<file path="config.mk">
export PLATFORM = sky130hd
export DESIGN_NAME = datapath_controller_flat
export DESIGN_NICKNAME = d
export VERILOG_FILES = /design/src/rtl/datapath_controller_pkg.sv /design/src/rtl/datapath_controller_if.sv /design/src/rtl/datapath_controller_instr_decode.sv /design/src/rtl/datapath_controller.sv /design/src/flat_wrapper.sv
export SDC_FILE = /design/constraint.sdc
export NUM_CORES = 1
export LEC_CHECK = 0
export BUFFER_PORTS_ARGS = -buffer_cell sky130_fd_sc_hd__clkbuf_2
export CORE_UTILIZATION = 40
export DETAILED_ROUTE_END_ITERATION = 10
export PLACE_DENSITY_LB_ADDON = 0.12
export SLEW_MARGIN = 0
export SYNTH_ARGS = -nofsm -noshare
export SYNTH_HDL_FRONTEND = slang
export SYNTH_SLANG_ARGS = --single-unit
</file>
<file path="constraint.sdc">
create_clock -name clk -period 1.65 [get_ports clk]
set_input_delay 0.0825 -clock clk [delete_from_list [all_inputs] [get_ports clk]]
set_output_delay 0.0825 -clock clk [all_outputs]
set_load 0.05 [all_outputs]
</file>
<file path="src/rtl/datapath_controller_pkg.sv">
// Shared constants and types for the datapath control FSM.
// Holds opcode/op encodings, the state encoding and the decoded-instruction struct.
package datapath_controller_pkg;

    localparam int DATA_W = 16;

    localparam logic [2:0] OPC_MOV = 3'b110;
    localparam logic [2:0] OPC_ALU = 3'b101;

    localparam logic [1:0] OP_MOV_IMM = 2'b10;
    localparam logic [1:0] OP_MOV_REG = 2'b00;

    localparam logic [1:0] ALU_ADD = 2'b00;
    localparam logic [1:0] ALU_CMP = 2'b01;
    localparam logic [1:0] ALU_AND = 2'b10;
    localparam logic [1:0] ALU_MVN = 2'b11;

    localparam logic [2:0] ST_WAIT      = 3'd0;
    localparam logic [2:0] ST_DECODE    = 3'd1;
    localparam logic [2:0] ST_WRITE_IMM = 3'd2;
    localparam logic [2:0] ST_GET_A     = 3'd3;
    localparam logic [2:0] ST_GET_B     = 3'd4;
    localparam logic [2:0] ST_ALU       = 3'd5;
    localparam logic [2:0] ST_WRITE_REG = 3'd6;

    typedef enum logic [2:0] {
        S_WAIT      = ST_WAIT,
        S_DECODE    = ST_DECODE,
        S_WRITE_IMM = ST_WRITE_IMM,
        S_GET_A     = ST_GET_A,
        S_GET_B     = ST_GET_B,
        S_ALU       = ST_ALU,
        S_WRITE_REG = ST_WRITE_REG
    } state_t;

    typedef struct packed {
        logic [1:0] op;
        logic [2:0] rn;
        logic [2:0] rd;
        logic [1:0] sh;
        logic [2:0] rm;
        logic       mov_imm;
        logic       mov_reg;
        logic       alu;
        logic       cmp;
        logic       illegal;
    } dec_t;

endpackage

</file>
<file path="src/rtl/datapath_controller_if.sv">
// Control interface between instruction fetch, the controller and the register/ALU datapath.
// The controller takes the master side: it consumes s/instr and drives every strobe.
interface datapath_controller_if #(parameter int WIDTH = 16);

    logic             s;
    logic [WIDTH-1:0] instr;
    logic             w;
    logic             err;
    logic [2:0]       readnum;
    logic [2:0]       writenum;
    logic             write;
    logic             vsel;
    logic             loada;
    logic             loadb;
    logic             asel;
    logic             bsel;
    logic [1:0]       shift;
    logic [1:0]       ALUop;
    logic             loadc;
    logic             loads;
    logic [WIDTH-1:0] datapath_in;

    modport master (
        input  s, instr,
        output w, err, readnum, writenum, write, vsel, loada, loadb,
               asel, bsel, shift, ALUop, loadc, loads, datapath_in
    );

    modport slave (
        output s, instr,
        input  w, err, readnum, writenum, write, vsel, loada, loadb,
               asel, bsel, shift, ALUop, loadc, loads, datapath_in
    );

endinterface

</file>
<file path="src/rtl/datapath_controller_instr_decode.sv">
// Splits the latched instruction into fields, instruction class and sign-extended imm8.
// Latency: purely combinational.
// Backpressure: none; it follows instr_q directly.
module datapath_controller_instr_decode
    import datapath_controller_pkg::*;
#(
    parameter int WIDTH = DATA_W
) (
    input  logic [WIDTH-1:0] instr_q,
    output dec_t             dec,
    output logic [WIDTH-1:0] imm_ext
);

    logic [2:0] opcode;

    always_comb begin
        opcode      = instr_q[15:13];
        dec         = '0;
        dec.op      = instr_q[12:11];
        dec.rn      = instr_q[10:8];
        dec.rd      = instr_q[7:5];
        dec.sh      = instr_q[4:3];
        dec.rm      = instr_q[2:0];
        dec.mov_imm = (opcode == OPC_MOV) && (dec.op == OP_MOV_IMM);
        dec.mov_reg = (opcode == OPC_MOV) && (dec.op == OP_MOV_REG);
        dec.alu     = (opcode == OPC_ALU);
        dec.cmp     = dec.alu && (dec.op == ALU_CMP);
        dec.illegal = !(dec.mov_imm || dec.mov_reg || dec.alu);
    end

    assign imm_ext = {{(WIDTH-8){instr_q[7]}}, instr_q[7:0]};

endmodule

</file>
<file path="src/rtl/datapath_controller.sv">
// Sequences the register/ALU datapath strobes for one accepted instruction.
// Latency: 2 (illegal) to 6 (ADD/AND/MVN) cycles from s accepted back to w=1.
// Backpressure: s is only sampled while w=1; s in any other state is dropped.
module datapath_controller
    import datapath_controller_pkg::*;
#(
    parameter int WIDTH = DATA_W
) (
    input  logic                  clk,
    input  logic                  reset,
    datapath_controller_if.master bus
);

    state_t           state;
    state_t           state_nxt;
    logic [WIDTH-1:0] instr_q;
    logic             err_q;
    dec_t             dec;
    logic [WIDTH-1:0] imm_ext;

    datapath_controller_instr_decode #(.WIDTH(WIDTH)) u_decode (
        .instr_q (instr_q),
        .dec     (dec),
        .imm_ext (imm_ext)
    );

    always_ff @(posedge clk or posedge reset) begin
        if (reset) begin
            state   <= S_WAIT;
            instr_q <= '0;
            err_q   <= 1'b0;
        end else begin
            state <= state_nxt;
            if (state == S_WAIT && bus.s) begin
                instr_q <= bus.instr;
                err_q   <= 1'b0;
            end else if (state == S_DECODE && dec.illegal) begin
                err_q <= 1'b1;
            end
        end
    end

    // Register selects idle on Rn so the register file address stays stable.
    always_comb begin
        state_nxt    = state;
        bus.w        = (state == S_WAIT);
        bus.readnum  = dec.rn;
        bus.writenum = dec.rn;
        bus.write    = 1'b0;
        bus.vsel     = 1'b0;
        bus.loada    = 1'b0;
        bus.loadb    = 1'b0;
        bus.asel     = 1'b0;
        bus.bsel     = 1'b0;
        bus.shift    = 2'b00;
        bus.ALUop    = 2'b00;
        bus.loadc    = 1'b0;
        bus.loads    = 1'b0;
        case (state)
            S_WAIT: begin
                if (bus.s) state_nxt = S_DECODE;
            end
            S_DECODE: begin
                if (dec.mov_imm)      state_nxt = S_WRITE_IMM;
                else if (dec.mov_reg) state_nxt = S_GET_B;
                else if (dec.alu)     state_nxt = S_GET_A;
                else                  state_nxt = S_WAIT;
            end
            S_WRITE_IMM: begin
                bus.vsel  = 1'b1;
                bus.write = 1'b1;
                state_nxt = S_WAIT;
            end
            S_GET_A: begin
                bus.loada = 1'b1;
                state_nxt = S_GET_B;
            end
            S_GET_B: begin
                bus.readnum = dec.rm;
                bus.loadb   = 1'b1;
                state_nxt   = S_ALU;
            end
            S_ALU: begin
                bus.shift = dec.sh;
                if (dec.mov_reg) begin
                    bus.asel  = 1'b1;
                    bus.ALUop = ALU_ADD;
                end else begin
                    bus.ALUop = dec.op;
                end
                // CMP only updates status; nothing is written back.
                if (dec.cmp) begin
                    bus.loads = 1'b1;
                    state_nxt = S_WAIT;
                end else begin
                    bus.loadc = 1'b1;
                    state_nxt = S_WRITE_REG;
                end
            end
            S_WRITE_REG: begin
                bus.writenum = dec.rd;
                bus.write    = 1'b1;
                state_nxt    = S_WAIT;
            end
            default: state_nxt = S_WAIT;
        endcase
    end

    assign bus.err         = err_q;
    assign bus.datapath_in = imm_ext;

endmodule

</file>
<file path="src/flat_wrapper.sv">
// flat-port wrapper written by rule: the top's interface ports become plain ports
module datapath_controller_flat import datapath_controller_pkg::*;
#(
    parameter int WIDTH = DATA_W
)
  (clk, reset, bus_s, bus_instr, bus_w, bus_err, bus_readnum, bus_writenum, bus_write, bus_vsel, bus_loada, bus_loadb, bus_asel, bus_bsel, bus_shift, bus_ALUop, bus_loadc, bus_loads, bus_datapath_in);
  datapath_controller_if #(.WIDTH(WIDTH)) bus_i ();
  input  logic clk;
  input  logic reset;
  input wire logic [$bits(bus_i.s)-1:0] bus_s;
  input wire logic [$bits(bus_i.instr)-1:0] bus_instr;
  output wire logic [$bits(bus_i.w)-1:0] bus_w;
  output wire logic [$bits(bus_i.err)-1:0] bus_err;
  output wire logic [$bits(bus_i.readnum)-1:0] bus_readnum;
  output wire logic [$bits(bus_i.writenum)-1:0] bus_writenum;
  output wire logic [$bits(bus_i.write)-1:0] bus_write;
  output wire logic [$bits(bus_i.vsel)-1:0] bus_vsel;
  output wire logic [$bits(bus_i.loada)-1:0] bus_loada;
  output wire logic [$bits(bus_i.loadb)-1:0] bus_loadb;
  output wire logic [$bits(bus_i.asel)-1:0] bus_asel;
  output wire logic [$bits(bus_i.bsel)-1:0] bus_bsel;
  output wire logic [$bits(bus_i.shift)-1:0] bus_shift;
  output wire logic [$bits(bus_i.ALUop)-1:0] bus_ALUop;
  output wire logic [$bits(bus_i.loadc)-1:0] bus_loadc;
  output wire logic [$bits(bus_i.loads)-1:0] bus_loads;
  output wire logic [$bits(bus_i.datapath_in)-1:0] bus_datapath_in;
  assign bus_i.s = bus_s;
  assign bus_i.instr = bus_instr;
  assign bus_w = bus_i.w;
  assign bus_err = bus_i.err;
  assign bus_readnum = bus_i.readnum;
  assign bus_writenum = bus_i.writenum;
  assign bus_write = bus_i.write;
  assign bus_vsel = bus_i.vsel;
  assign bus_loada = bus_i.loada;
  assign bus_loadb = bus_i.loadb;
  assign bus_asel = bus_i.asel;
  assign bus_bsel = bus_i.bsel;
  assign bus_shift = bus_i.shift;
  assign bus_ALUop = bus_i.ALUop;
  assign bus_loadc = bus_i.loadc;
  assign bus_loads = bus_i.loads;
  assign bus_datapath_in = bus_i.datapath_in;
  datapath_controller #(.WIDTH(WIDTH)) u_core (.clk(clk), .reset(reset), .bus(bus_i));
endmodule
</file>
[Word level (Yosys, flattened, before mapping)]
Index checks and enable logic that the tools add are counted.
Operators by class
  equality and inequality tests: 11
  mux-type cells: 23
  reductions and logical operators: 12
Operators with widths (count)
  $mux W3: 6
  $eq A3 B3 Y1 const B: 5
  $pmux W3 S5: 1
  $mux W1: 12
  $mux W2: 4
  $eq A3 B2 Y1 const B: 2
  $logic_and A1 B1 Y1: 5
  $eq A3 B1 Y1 const B: 1
  $logic_not A3 Y1: 1
  $eq A2 B1 Y1 const B: 1
  $eq A2 B2 Y1 const B: 1
  $logic_not A2 Y1: 1
  $logic_or A1 B1 Y1: 2
  $ne A2 B2 Y1 const B: 1
  $reduce_bool A2 Y1: 1
  $reduce_or A2 Y1: 1
  $logic_not A1 Y1: 1
Storage, ports and cells
  register bits: 20
  input bits: 19
  word-level logic and storage cells: 49

[Depth between registers and ports, before layout]
  word-level depth: 8
  gate-level depth with buffers: 6
  gate-level depth less buffers: 3

[Hierarchy]
Synthesis repeated with hierarchy kept, for this count alone.
Second synthesis, totals
  cells, all modules: 119
  area total of the unflattened synthesis: 1347.5 um^2
Modules (own cells, without submodules)
  datapath_controller: instances 1, cells an instance 83, area each 1073.5 um^2, sequential area each 500.5 um^2
  datapath_controller_instr_decode: instances 1, cells an instance 36, area each 274.0 um^2, sequential area each 0.0 um^2

[Least setup slack after synthesis]
Ideal clock, no wire load.
  path type: register to output
  start: register u_core.state[1]
  end: output port bus_asel
  data arrival time: 1.985 ns
  data required time: 1.567 ns
  path slack: -0.417 ns
  stages on the path, launching flop included: 4
  cell sequence: dfrtp_1 nand2b_1 or2_2 nor3_1
On the way
  word-level cells in the longest chain between the ends: 2
RTL lines
  from (decl): line datapath_controller.sv:14  | state_t state;
  from (signal assigned): line datapath_controller.sv:33  | state <= state_nxt;
  $eq A3 B3 Y1: line datapath_controller.sv:59  | case (state)
  $mux W1: line datapath_controller.sv:59
  to (decl): line flat_wrapper.sv:20  | output wire logic [$bits(bus_i.asel)-1:0] bus_asel;
Every way passes these cells.

[Final worst setup path]
  start: register u_core.state[2]
  end: output port bus_readnum[2]
On the way
  word-level cells in the longest chain between the ends: 2
RTL lines
  $eq A3 B3 Y1: line datapath_controller.sv:59
  $mux W3: line datapath_controller.sv:59
  to (decl): line flat_wrapper.sv:14  | output wire logic [$bits(bus_i.readnum)-1:0] bus_readnum;
Every way passes these cells.

==> metrics.md <==
| Metric | Value |
|---|---|
| Status | `finished with violations` |
| Failing checks | `design-rule violations, negative setup slack` |
| Die Wd | `between 50 and 60 µm` |
| WS Path Type | `flop to primary output` |
| Clock insertion delay at the later pin of the skew report | `300 ps` |
| CTS H-tree depth | `1` |
| Vias | `924` |
| Clock Sinks | `20` |
| Synth cell types | `27` |
| Hold_ws | `11.2 ps` |
| Clock buffer depth | `2` |
| Cell area after layout | `1770 µm²` |
| Pin count of the biggest net entering global routing | `17` |
| Pre-antenna DRT Iters | `7` |
| DPL Wire Length | `1700 µm` |
| Cells on worst reg2reg path | `4` |
| Most frequent cells in the layout | `37 x clkbuf_2, 20 x mux2_4, 18 x dfrtp_1, 16 x dlygate4sd3_1, 9 x clkbuf_4` |
| Critical path data required time | `1570 ps` |
| Core Box Area | `2810 µm²` |
| Crit Reg-Reg Endpoint | `u_core.instr_q[7]$_DFFE_PP0P_` |
| Post-synth net total | `120` |
| CP Capture Type | `primary output` |
| ANT nets after route | `0` |
| Crit path to | `bus_readnum[2]` |
| Layout cells sized above 1 | `between 60% and 70%` |
| Sequential fraction of the synthesis area | `41.5%` |
| R2R Setup Slk | `10 ps` |
| Cts bufs inserted | `3` |
| Fillers | `224` |
| CP Data Arrival Time | `about 1600 ps` |
| Worst-Margin Slew | `554 ps` |
| Final period util | `104%` |
| Row count | `19` |
| Final hold violations | `0` |
| First-pass GRT wire length | `3920 µm` |
| CP startpoint kind | `flop` |
| Vias per Instance | `4.81` |
| Vias in the first global route | `876` |
| GP Congestion | `0.668` |
| Initial Util | `43.0%` |
| Avg WL per Cell | `13.3 µm` |
| Synth warn | `0` |
| Synth Instances | `just over 100` |
| Die Y | `56.9 µm` |
| Setup TNS | `-192 ps` |
| RSZ-0062 raised after global routing | `yes` |
| MaxCap Viol Count | `0` |
| DRC viols | `4` |
| Avg Cell Area, Syn | `approximately 12 µm²` |
| Fin worst setup slack | `-65.9 ps` |
| Commonest non-fill, non-tap cell in the layout | `clkbuf_2` |
| Seq cells post-synth | `20` |
| Core Util, Final | `between 60 and 70%` |
| CTS tree | `yes` |
| Post-detailed-routing wire length | `2550 µm` |
| Area after DPL | `1390 µm²` |
| Reg-to-Reg Start | `u_core.state[0]$_DFFE_PP0P_` |
| HP Class | `input port to flop` |
| GRT Overall Usage | `between 15 and 20%` |
| Number of DRC markers in iteration 0 | `19` |
| Die area | `between 3000 and 4000 µm²` |
| Final net count | `181` |
| Layout area overhead | `46.7%` |
| Highest Clock Rate | `a little under 600 MHz` |
| Slew margin rel. | `a little over three fifths` |
| Synthesized area | `1210 µm²` |
| Inserted Diodes | `0` |
| Initial antenna violation count | `0` |
| Clk slew on worst S/H paths | `120 ps` |
| CP startpoint | `u_core.state[2]$_DFFE_PP0P_` |
| # setup viols final | `3` |
| CTS root buf | `clkbuf_4` |
| GR Overflow Total | `0` |
| Crit Path Max Fanout | `4` |
| Max Slew Vio Count | `0` |
| Clk_skew | `3.98 ps` |
| I/O pin total | `55` |
| PortBufs | `53` |
| Crit path time final | `approximately 1700 ps` |
==> worst min path at each step <==
| stage | start | to | slack, ps | depth (start not counted) |
|---|---|---|---|---|
| CTS | bus_instr[9] | u_core.instr_q[9]$_DFFE_PP0P_ | 3 | 2 |
| global placement | reset | u_core.instr_q[6]$_DFFE_PP0P_ | 150 | 2 |
| detailed placement | reset | u_core.instr_q[5]$_DFFE_PP0P_ | 140 | 2 |
| global route | bus_instr[13] | u_core.instr_q[13]$_DFFE_PP0P_ | 2 | 2 |
| floorplan | reset | u_core.bus.err$_DFFE_PP0P_ | 50 | 1 |
| finish | bus_instr[13] | u_core.instr_q[13]$_DFFE_PP0P_ | 10 | 2 |
==> cell type report <==
type	count	area (µm²)	area share (%)
inverters	2	7.51	0.424
repair buffers	75	567	32.0
well taps	31	38.8	2.19
flip-flops and latches	20	503	28.4
multi-input cells	60	619	35.0
clock buffers	4	36.3	2.05
==> critical path: stages, from the launching register on <==
cell and delay (ps):
dfrtp_1 440, inv_2 90, nor3_4 300, mux2_4 340
buf_8 150
==> cell families (layout without fill, tap and decap cells) <==
logic type	count (synthesis)	count (layout)	share of synthesized area (%)
and+or+nand+nor	28	29	15.1
DFF	20	20	41.5
other	1	1	0.311
muxes	22	22	23.6
AOI/OAI and AO/OA	8	8	4.77
buffers and inverters	22	81	14.7
==> timing repair <==
| action | in CTS | in global routing |
|---|---|---|
| hold buffers | 15 | 1 |
| buffers inserted | 2 | 2 |
| resized for setup | 25 | 22 |
| pin swaps | 2 | 4 |
| endpoints found under the setup margin | 14 | 30 |
| cloned | 0 | 1 |
| hold endpoints to repair | 27 | 1 |
==> stage by stage <==
step,cells,worst slack (ps)
after floorplan,101,-244
after global placement,167,128
after global routing,192,-148
final,192,-65.9
after detailed placement,167,95.1
after CTS,188,-77.6
==> sequential cells by signal (all words and copies together) (netlist names) <==
register and cells:
u_core.bus.err 1, u_core.instr_q 16, u_core.state 3
==> synthesized netlist by cell type <==
cell type   n  area share [%]
nor3_1      3             1.2
nand2_1     3            0.93
nor4_1      1            0.52
buf_12      1             1.7
inv_1       2            0.62
mux2_4     10              12
nor2_1      2            0.62
nor2b_1     4             2.1
and2_1      6             3.1
a21oi_1     2            0.83
and3b_1     1            0.73
conb_1      1            0.31
buf_4      17              11
a31oi_1     1            0.52
and3_1      2             1.0
mux2_2     12              11
a311oi_1    1            0.73
and2_4      1            0.73
nand2b_1    1            0.52
buf_6       2             1.9
dfrtp_1    20              41
nor3_4      1             1.3
nor3_2      1            0.83
o21bai_1    2             1.2
nand4bb_1   1            0.93
or2_2       1            0.52
a22o_1      2             1.5
==> layer usage <==
| metal | part of all wire, % | up-vias | GRT usage, % |
|---|---|---|---|
| li1 | - | 452 | - |
| met1 | 46 | 435 | 19.9 |
| met2 | 48 | 32 | 26.7 |
| met3 | 4.7 | 5 | 2.95 |
| met4 | 1.5 | 0 | 6.27 |
| met5 | 0 | - | 0 |
Power is not shown: default switching activity piles up to over one toggle a cycle in this logic, so the estimate is an artifact.
